## config.mk

```make
export PLATFORM = sky130hd
export DESIGN_NAME = jhash_out
export DESIGN_NICKNAME = d
export VERILOG_FILES = /design/src/rtl/jhash_pkg.sv /design/src/rtl/jhash_out_q.sv /design/src/rtl/jhash_out.sv
export SDC_FILE = /design/constraint.sdc
export NUM_CORES = 1
export LEC_CHECK = 0
export BUFFER_PORTS_ARGS = -buffer_cell sky130_fd_sc_hd__clkbuf_2
export CAP_MARGIN = 20
export CORE_ASPECT_RATIO = 1.5
export CORE_MARGIN = 5
export CORE_UTILIZATION = 60
export DETAILED_ROUTE_END_ITERATION = 10
export GPL_TIMING_DRIVEN = 0
export HOLD_SLACK_MARGIN = 0.1
export PLACE_DENSITY = 0.83
export SYNTH_ARGS = -nofsm -noshare
export SYNTH_HDL_FRONTEND = slang
export SYNTH_SLANG_ARGS = --single-unit
export TNS_END_PERCENT = 50
```

## constraint.sdc

```tcl
create_clock -name clk -period 5.25 [get_ports clk]
set_input_delay 1.575 -clock clk [delete_from_list [all_inputs] [get_ports clk]]
set_output_delay 1.575 -clock clk [all_outputs]
set_load 0.01 [all_outputs]
```

## src/rtl/jhash_pkg.sv

```systemverilog
// Shared definitions for the hash output path: defaults, FSM encoding and queue entry layout.
package jhash_pkg;

    localparam logic [31:0] PAD_WORD_DEF  = 32'h0000_0000;
    localparam logic [31:0] TRL_MAGIC_DEF = 32'h4A48_5348;

    typedef enum logic [1:0] {
        ACCUM  = 2'd0,
        FL_PAD = 2'd1,
        FL_TRL = 2'd2
    } jhash_state_t;

    typedef struct packed {
        logic        last;
        logic [63:0] data;
    } q_entry_t;

endpackage

```

## src/rtl/jhash_out_q.sv

```systemverilog
// Small synchronous FIFO of 65-bit queue entries; DEPTH must be a power of two, at least 2.
module jhash_out_q
    import jhash_pkg::*;
#(
    parameter int unsigned DEPTH = 4
) (
    input  logic     clk,
    input  logic     rst,
    input  logic     push,
    input  q_entry_t push_ent,
    input  logic     pop,
    output logic     full,
    output logic     empty,
    output q_entry_t head
);

    localparam int unsigned AW = $clog2(DEPTH);

    q_entry_t       mem [DEPTH];
    logic [AW:0]    wptr_q, rptr_q;

    // Extra pointer bit distinguishes full from empty when the indices match.
    assign empty = (wptr_q == rptr_q);
    assign full  = (wptr_q[AW] != rptr_q[AW]) && (wptr_q[AW-1:0] == rptr_q[AW-1:0]);
    assign head  = mem[rptr_q[AW-1:0]];

    always_ff @(posedge clk) begin
        if (rst) begin
            wptr_q <= '0;
            rptr_q <= '0;
        end else begin
            if (push) wptr_q <= wptr_q + 1'b1;
            if (pop)  rptr_q <= rptr_q + 1'b1;
        end
    end

    always_ff @(posedge clk) begin
        if (push) mem[wptr_q[AW-1:0]] <= push_ent;
    end

endmodule

```

## src/rtl/jhash_out.sv

```systemverilog
// Packs 32-bit hashes into 64-bit words, queues them and writes them to the destination FIFO.
// Optional trailer word per flush is enabled with `define JHASH_OUT_TRAILER_EN.
module jhash_out
    import jhash_pkg::*;
#(
    parameter int unsigned QDEPTH    = 4,
`ifdef JHASH_OUT_TRAILER_EN
    parameter logic [31:0] TRL_MAGIC = TRL_MAGIC_DEF,
`endif
    parameter logic [31:0] PAD_WORD  = PAD_WORD_DEF
) (
    input  logic        clk,
    input  logic        rst,
    input  logic        ce,
    input  logic [31:0] hash_out,
    input  logic        hash_done,
    input  logic        flush,
    input  logic        fo_full,
    output logic [63:0] fo,
    output logic        m_dst_putn,
    output logic        m_dst_last,
    output logic        flush_busy,
    output logic        q_ovf
);

    jhash_state_t state_q, state_d;
    logic         half_v_q, half_v_d;
    logic [31:0]  half_lo_q, half_lo_d;
    logic         pend_v_q, pend_v_d;
    logic [31:0]  pend_data_q, pend_data_d;
`ifdef JHASH_OUT_TRAILER_EN
    logic [31:0]  cnt_q, cnt_d;
`endif
    logic         ovf_set, enq, push, pop, q_full, q_empty;
    q_entry_t     enq_ent, head;

    always_comb begin
        state_d     = state_q;
        half_v_d    = half_v_q;
        half_lo_d   = half_lo_q;
        pend_v_d    = pend_v_q;
        pend_data_d = pend_data_q;
`ifdef JHASH_OUT_TRAILER_EN
        cnt_d       = cnt_q;
`endif
        ovf_set     = 1'b0;
        enq         = 1'b0;
        enq_ent     = '0;
        case (state_q)
            ACCUM: begin
                // A held hash goes in ahead of a fresh one; two hashes never make two words.
                if (pend_v_q) begin
                    pend_v_d = 1'b0;
                    if (half_v_d) begin
                        enq          = 1'b1;
                        enq_ent.data = {pend_data_q, half_lo_d};
                        half_v_d     = 1'b0;
                    end else begin
                        half_lo_d = pend_data_q;
                        half_v_d  = 1'b1;
                    end
`ifdef JHASH_OUT_TRAILER_EN
                    cnt_d = cnt_d + 32'd1;
`endif
                end
                if (hash_done) begin
                    if (half_v_d) begin
                        enq          = 1'b1;
                        enq_ent.data = {hash_out, half_lo_d};
                        half_v_d     = 1'b0;
                    end else begin
                        half_lo_d = hash_out;
                        half_v_d  = 1'b1;
                    end
`ifdef JHASH_OUT_TRAILER_EN
                    cnt_d = cnt_d + 32'd1;
`endif
                end
                if (flush) begin
`ifdef JHASH_OUT_TRAILER_EN
                    state_d = half_v_d ? FL_PAD : FL_TRL;
`else
                    if (half_v_d) begin
                        state_d = FL_PAD;
                    end else if (enq) begin
                        enq_ent.last = 1'b1;
                    end else begin
                        enq     = 1'b1;
                        enq_ent = '{last: 1'b1, data: {PAD_WORD, PAD_WORD}};
                    end
`endif
                end
            end
            FL_PAD: begin
                enq          = 1'b1;
                enq_ent.data = {PAD_WORD, half_lo_q};
                half_v_d     = 1'b0;
`ifdef JHASH_OUT_TRAILER_EN
                state_d      = FL_TRL;
`else
                enq_ent.last = 1'b1;
                state_d      = ACCUM;
`endif
            end
`ifdef JHASH_OUT_TRAILER_EN
            FL_TRL: begin
                enq     = 1'b1;
                enq_ent = '{last: 1'b1, data: {TRL_MAGIC, cnt_q}};
                cnt_d   = '0;
                state_d = ACCUM;
            end
`endif
            default: state_d = ACCUM;
        endcase
        // Hashes arriving mid-flush belong to the next job and wait in the pending slot.
        if (state_q != ACCUM && hash_done) begin
            if (pend_v_q) begin
                ovf_set = 1'b1;
            end else begin
                pend_v_d    = 1'b1;
                pend_data_d = hash_out;
            end
        end
    end

    assign pop        = ce && !fo_full && !q_empty;
    assign push       = enq && (!q_full || pop);
    assign flush_busy = (state_q != ACCUM);

    jhash_out_q #(
        .DEPTH (QDEPTH)
    ) u_q (
        .clk      (clk),
        .rst      (rst),
        .push     (push),
        .push_ent (enq_ent),
        .pop      (pop),
        .full     (q_full),
        .empty    (q_empty),
        .head     (head)
    );

    always_ff @(posedge clk) begin
        if (rst) begin
            state_q     <= ACCUM;
            half_v_q    <= 1'b0;
            half_lo_q   <= '0;
            pend_v_q    <= 1'b0;
            pend_data_q <= '0;
`ifdef JHASH_OUT_TRAILER_EN
            cnt_q       <= '0;
`endif
            q_ovf       <= 1'b0;
            fo          <= '0;
            m_dst_putn  <= 1'b1;
            m_dst_last  <= 1'b0;
        end else begin
            state_q     <= state_d;
            half_v_q    <= half_v_d;
            half_lo_q   <= half_lo_d;
            pend_v_q    <= pend_v_d;
            pend_data_q <= pend_data_d;
`ifdef JHASH_OUT_TRAILER_EN
            cnt_q       <= cnt_d;
`endif
            q_ovf       <= q_ovf | ovf_set | (enq && !push);
            m_dst_putn  <= !pop;
            if (pop) begin
                fo         <= head.data;
                m_dst_last <= head.last;
            end
        end
    end

endmodule

```

-- Word-level counts from Yosys, hierarchy flattened
Memories as Yosys holds them, arrays and structs flattened. A register that Yosys moved wholly into a read port is not among the register bits.
Index checks and enable logic that the tools add are counted.
- add/subtract/negate cells: 2
- eq/ne operators: 3
- multiplexer cells: 34
- reduce and logical (&&, ||, !) cells: 17
- bitwise logic cells: 4
- operators by type and width (kind ; count):
    $mux 64 ; 5
    $mux 65 ; 2
    $pmux 65 s2 ; 1
    $mux 32 ; 4
    $mux 1 ; 20
    $add 3x1->3 const B ; 2
    $logic_and 1x1->1 ; 6
    $logic_not 1->1 ; 5
    $pmux 1 s2 ; 2
    $reduce_and 2->1 ; 2
    $eq 3x3->1 ; 1
    $eq 2x2->1 ; 1
    $logic_not 2->1 ; 1
    $not 1->1 ; 2
    $or 1x1->1 ; 2
    $reduce_bool 2->1 ; 1
    $reduce_or 2->1 ; 1
    $logic_or 1x1->1 ; 1
    $ne 1x1->1 ; 1
- RAM bits: 260
- memories: 1
- input bits: 38
- register bits after elaboration: 75
- output and inout port bits: 68
- memory list (name ; words ; width ; read ports ; clocked after Yosys merged registers in ; wr ports ; RTL line ; text):
    u_q.mem ; 4 ; 65 ; 1 ; 1 ; 1 ; jhash_out_q.sv:19 ; q_entry_t mem [DEPTH];

-- Logic depth before layout (Yosys ltp)
- word-level depth: 13
- gate-level depth with buffers: 8
- depth with buffers taken out: 6

-- Hierarchy
A second synthesis with hierarchy kept.
- cell total of the unflattened synthesis: 1198
- area, all modules: 16199.3 um^2
- by module, submodules not included (module ; area an instance (um^2) ; cells an instance ; instances):
    jhash_out_q ; 9823.2 ; 379 ; 1
    jhash_out ; 6376.1 ; 819 ; 1

-- Worst setup path after synthesis
No wires, ideal clock.
- path kind: input-to-reg
- start point: in hash_done
- end point: mem u_q.mem[2][0] in the netlist's numbering (enable)
- stages on the path: 5
- setup slack: 0.943 ns
- path buffers: 1
- data required time: 4.820 ns
- library setup time: 0.430 ns
- arrival time: 3.877 ns
- cell sequence: buf_2 nor2_1 a32o_1 a21oi_2 and2_1
- word-level cells in the longest chain between the ends: 8
- elaborated cells on any way between the ends: 10
- RTL lines (what ; RTL line ; text):
    from (decl) ; jhash_out.sv:16 ; input logic hash_done,
    $mux 1 ; jhash_out.sv:66 ; if (hash_done) begin
    $mux 1 ; jhash_out.sv:49 ; case (state_q)
    $mux 1 ; jhash_out.sv:83 ; if (half_v_d) begin
    $mux 1 * ; jhash_out.sv:79 ; if (flush) begin
    $pmux 1 s2 * ; jhash_out.sv:49 ;
    $logic_and 1x1->1 * ; jhash_out.sv:127 ; assign push = enq && (!q_full || pop);
    $mux 1 * ; jhash_out_q.sv:38 ; if (push) mem[wptr_q[AW-1:0]] <= push_ent;
    $mux 1 (implied by the code) * ; jhash_out_q.sv:38 ;
    to (decl) ; jhash_out_q.sv:19 ;
Every way passes the cells marked *; elsewhere a longest branch is shown, timed or not. The select of a mux whose other input is x is not followed.

-- Worst setup path in the final report
- start point: in hash_done
- end point: mem u_q.mem[3][11] in the netlist's numbering (enable)
Same word-level chain as after synthesis.

==> results_dict.tcl <==
set metrics [dict create \
    ios 106 \
    max_stage_delay_ps 560 \
    path_class "primary input to register" \
    critPathSlowestCell "and2_4" \
    globalRouteMet3Util_pct 5.04 \
    cts_buffers 36 \
    synth_edf_count 260 \
    cts.clk_slew.worst_paths_ps 60 \
    start_util_pct 60.4 \
    synth_area_um2 15900 \
    tns_ps 0 \
    hp-class "register to register" \
    cpLargestDelayFamily "buffers and inverters" \
    fin_area_um2 18100 \
    drt_first_pass_iters 5 \
    die_h_um 210 \
    routedWlPerCell_um 22.8 \
    period_needed_ps 3320 \
    period_share_pct 63.2 \
    crit_required_ps 5460 \
    routed_wl_um 39200 \
    avgSynthCellArea_um2 13.2 \
    via_per_inst 6.08 \
    ys_warn_count 0 \
    tightest_slew_ps 1110 \
    synth_nets 1256 \
    ys_seq_area_share_pct 66.6 \
    ys_ff_latch 400 \
    grt_max_degree 42 \
    mostFrequentLayoutCell "nand2_1" \
    diodes 0 \
    fmax_mhz 301 \
    overflow 0 \
    antenna_found_initial 0 \
    syn_to_final_growth_pct 13.4 \
    clock_sinks 400 \
    ir_drop_mv 0.291 \
    grt_busiest_layer "met2" \
    end_kind "register" \
    worstSkewPairLatency_ps 530 \
    status "complete, no violations" \
    worstPathCellList "clkbuf_2 -> buf_2 -> nor2_1 -> a32o_1 -> a21oi_2 -> and2_4 -> buf_12" \
    grt_pass1_wl_um 60700 \
    cts_hold_buf 0 \
    gp_congestion 0.959 \
    start_kind "primary input" \
    crit_path_max_fanout 34 \
    place_area_um2 17000 \
    clock_path_buffers 3 \
    setup_viol 0 \
    finalMaxSlewViolations 0 \
    met2_usage_pct 43.8 \
    clock_skew_ps 12.1 \
    ys.flop_type "edfxtp_1" \
    fill_cells 1717 \
    p_leak_nw 6.36 \
    ant_nets 0 \
    path_buf_inv 3 \
    holdWs_ps 456 \
    hold_violations 0 \
    crit_arrival_ps 3530 \
    mostFrequentLayoutCells "nand2_1, edfxtp_1, dfxtp_1" \
    track_usage_pct 26.7 \
    drive_gt1_share_pct 20.4 \
    ctsResizeCount 0 \
    portBuffers 104 \
    core_um2 26400 \
    cts_setup_buffers 0 \
    synth_cell_type_count 41 \
    rsz0062_at_grt "false" \
    slew_headroom_pct 26.1 \
    power_density_nw_per_um2 420 \
    p_total_mw 7.60 \
    root_buffer "clkbuf_16" \
    vias 10500 \
    async_flop_share_pct 0 \
    rows 73 \
    cts-htree-levels 2 \
    drc 0 \
    die_area_um2 30000 \
    grt_pass1_vias 10600 \
    use_met1_pct 33.2 \
    nets 1402 \
    die_x_um 143 \
    drv_cap 0 \
    cts_tree "yes" \
    drt_iter0_drc 1099 \
    place_hpwl_um 26800 \
    synth_cells 1211 \
]
[metal layers]
layer | part of all wire [%] | vias to the layer above
met3 | 8.2 | 128
met5 | 0 | -
li1 | - | 4721
met1 | 36 | 5095
met2 | 50 | 532
met4 | 6.4 | 0
[cells by family after synthesis]
kind of cell               count (synthesis)  share of synthesized area [%]
AOI/OAI and AO/OA                        240                           9.07
muxes                                     99                           11.4
adders and majority gates                  7                          0.550
buffers and inverters                     95                           2.83
xor gates and xnor gates                   5                          0.416
DFF                                      400                           66.6
and+or+nand+nor                          365                           9.20
[cell type report]
cell class | count | area (µm²) | share of cell area (%)
repair buffers | 108 | 616 | 3.41
clock inverters | 11 | 68.8 | 0.381
clock buffers | 55 | 1020 | 5.66
plain buffers | 88 | 424 | 2.35
multi-input cells | 716 | 4880 | 27.0
inverters | 7 | 26.3 | 0.145
flip-flops and latches | 400 | 10600 | 58.7
well taps | 337 | 422 | 2.33
[synthesized netlist by cell type (15+ instances only)]
master,number,area (µm²)
dfxtp_1,140,2800
nor2_1,71,267
o21ai_0,30,150
a22oi_1,32,240
clkbuf_1,42,158
buf_4,15,113
a21oi_1,135,676
mux2i_1,33,330
nand2_1,265,995
buf_2,30,150
a211o_1,32,280
mux4_2,65,1460
edfxtp_1,260,7810
[flip-flops by register name, summed over array words and instances (netlist names), 3 cells and up]
signal       count
fo              64
half_lo_q       32
pend_data_q     32
u_q.mem        260
u_q.rptr_q       3
u_q.wptr_q       3
[where the power goes]
part / total, mW / switching, mW / leakage [nW] / internal, mW
sequential: 3.90 / 0.137 / 3.47 / 3.77
clock: 2.48 / 1.12 / 0.534 / 1.36
combinational: 1.22 / 0.719 / 2.35 / 0.500
[worst paths after layout]
check | startpoint | cells past startpoint | slack (ps) | end
setup / recovery | hash_done | 7 | 1930 | u_q.mem[3][11]$_DFFE_PP_
hold / removal | fo[41]$_SDFFE_PP0P_ | 2 | 460 | fo[41]$_SDFFE_PP0P_
setup reg to reg | pend_v_q$_SDFF_PP0_ | 7 | 2280 | u_q.mem[3][11]$_DFFE_PP_
hold reg to reg | fo[41]$_SDFFE_PP0P_ | 2 | 460 | fo[41]$_SDFFE_PP0P_
[worst reg2reg max path: stages (launching register included)]
cell and delay, ps:
dfxtp_1 430, inv_1 110, ha_1 420, nand2_1 90, a32o_1 330, a21oi_2 360
and2_4 560, buf_12 310
[through the flow]
step                instances  utilization, %  worst slack, ps
detailed placement       1656            64.3             1430
finish                   1722            68.5             1930
CTS                      1722            68.5             1950
floorplan                1211               -              943
global route             1722            68.5             1850
global placement         1652            63.9             -371
No activity file was read; power rests on OpenSTA's default activity.
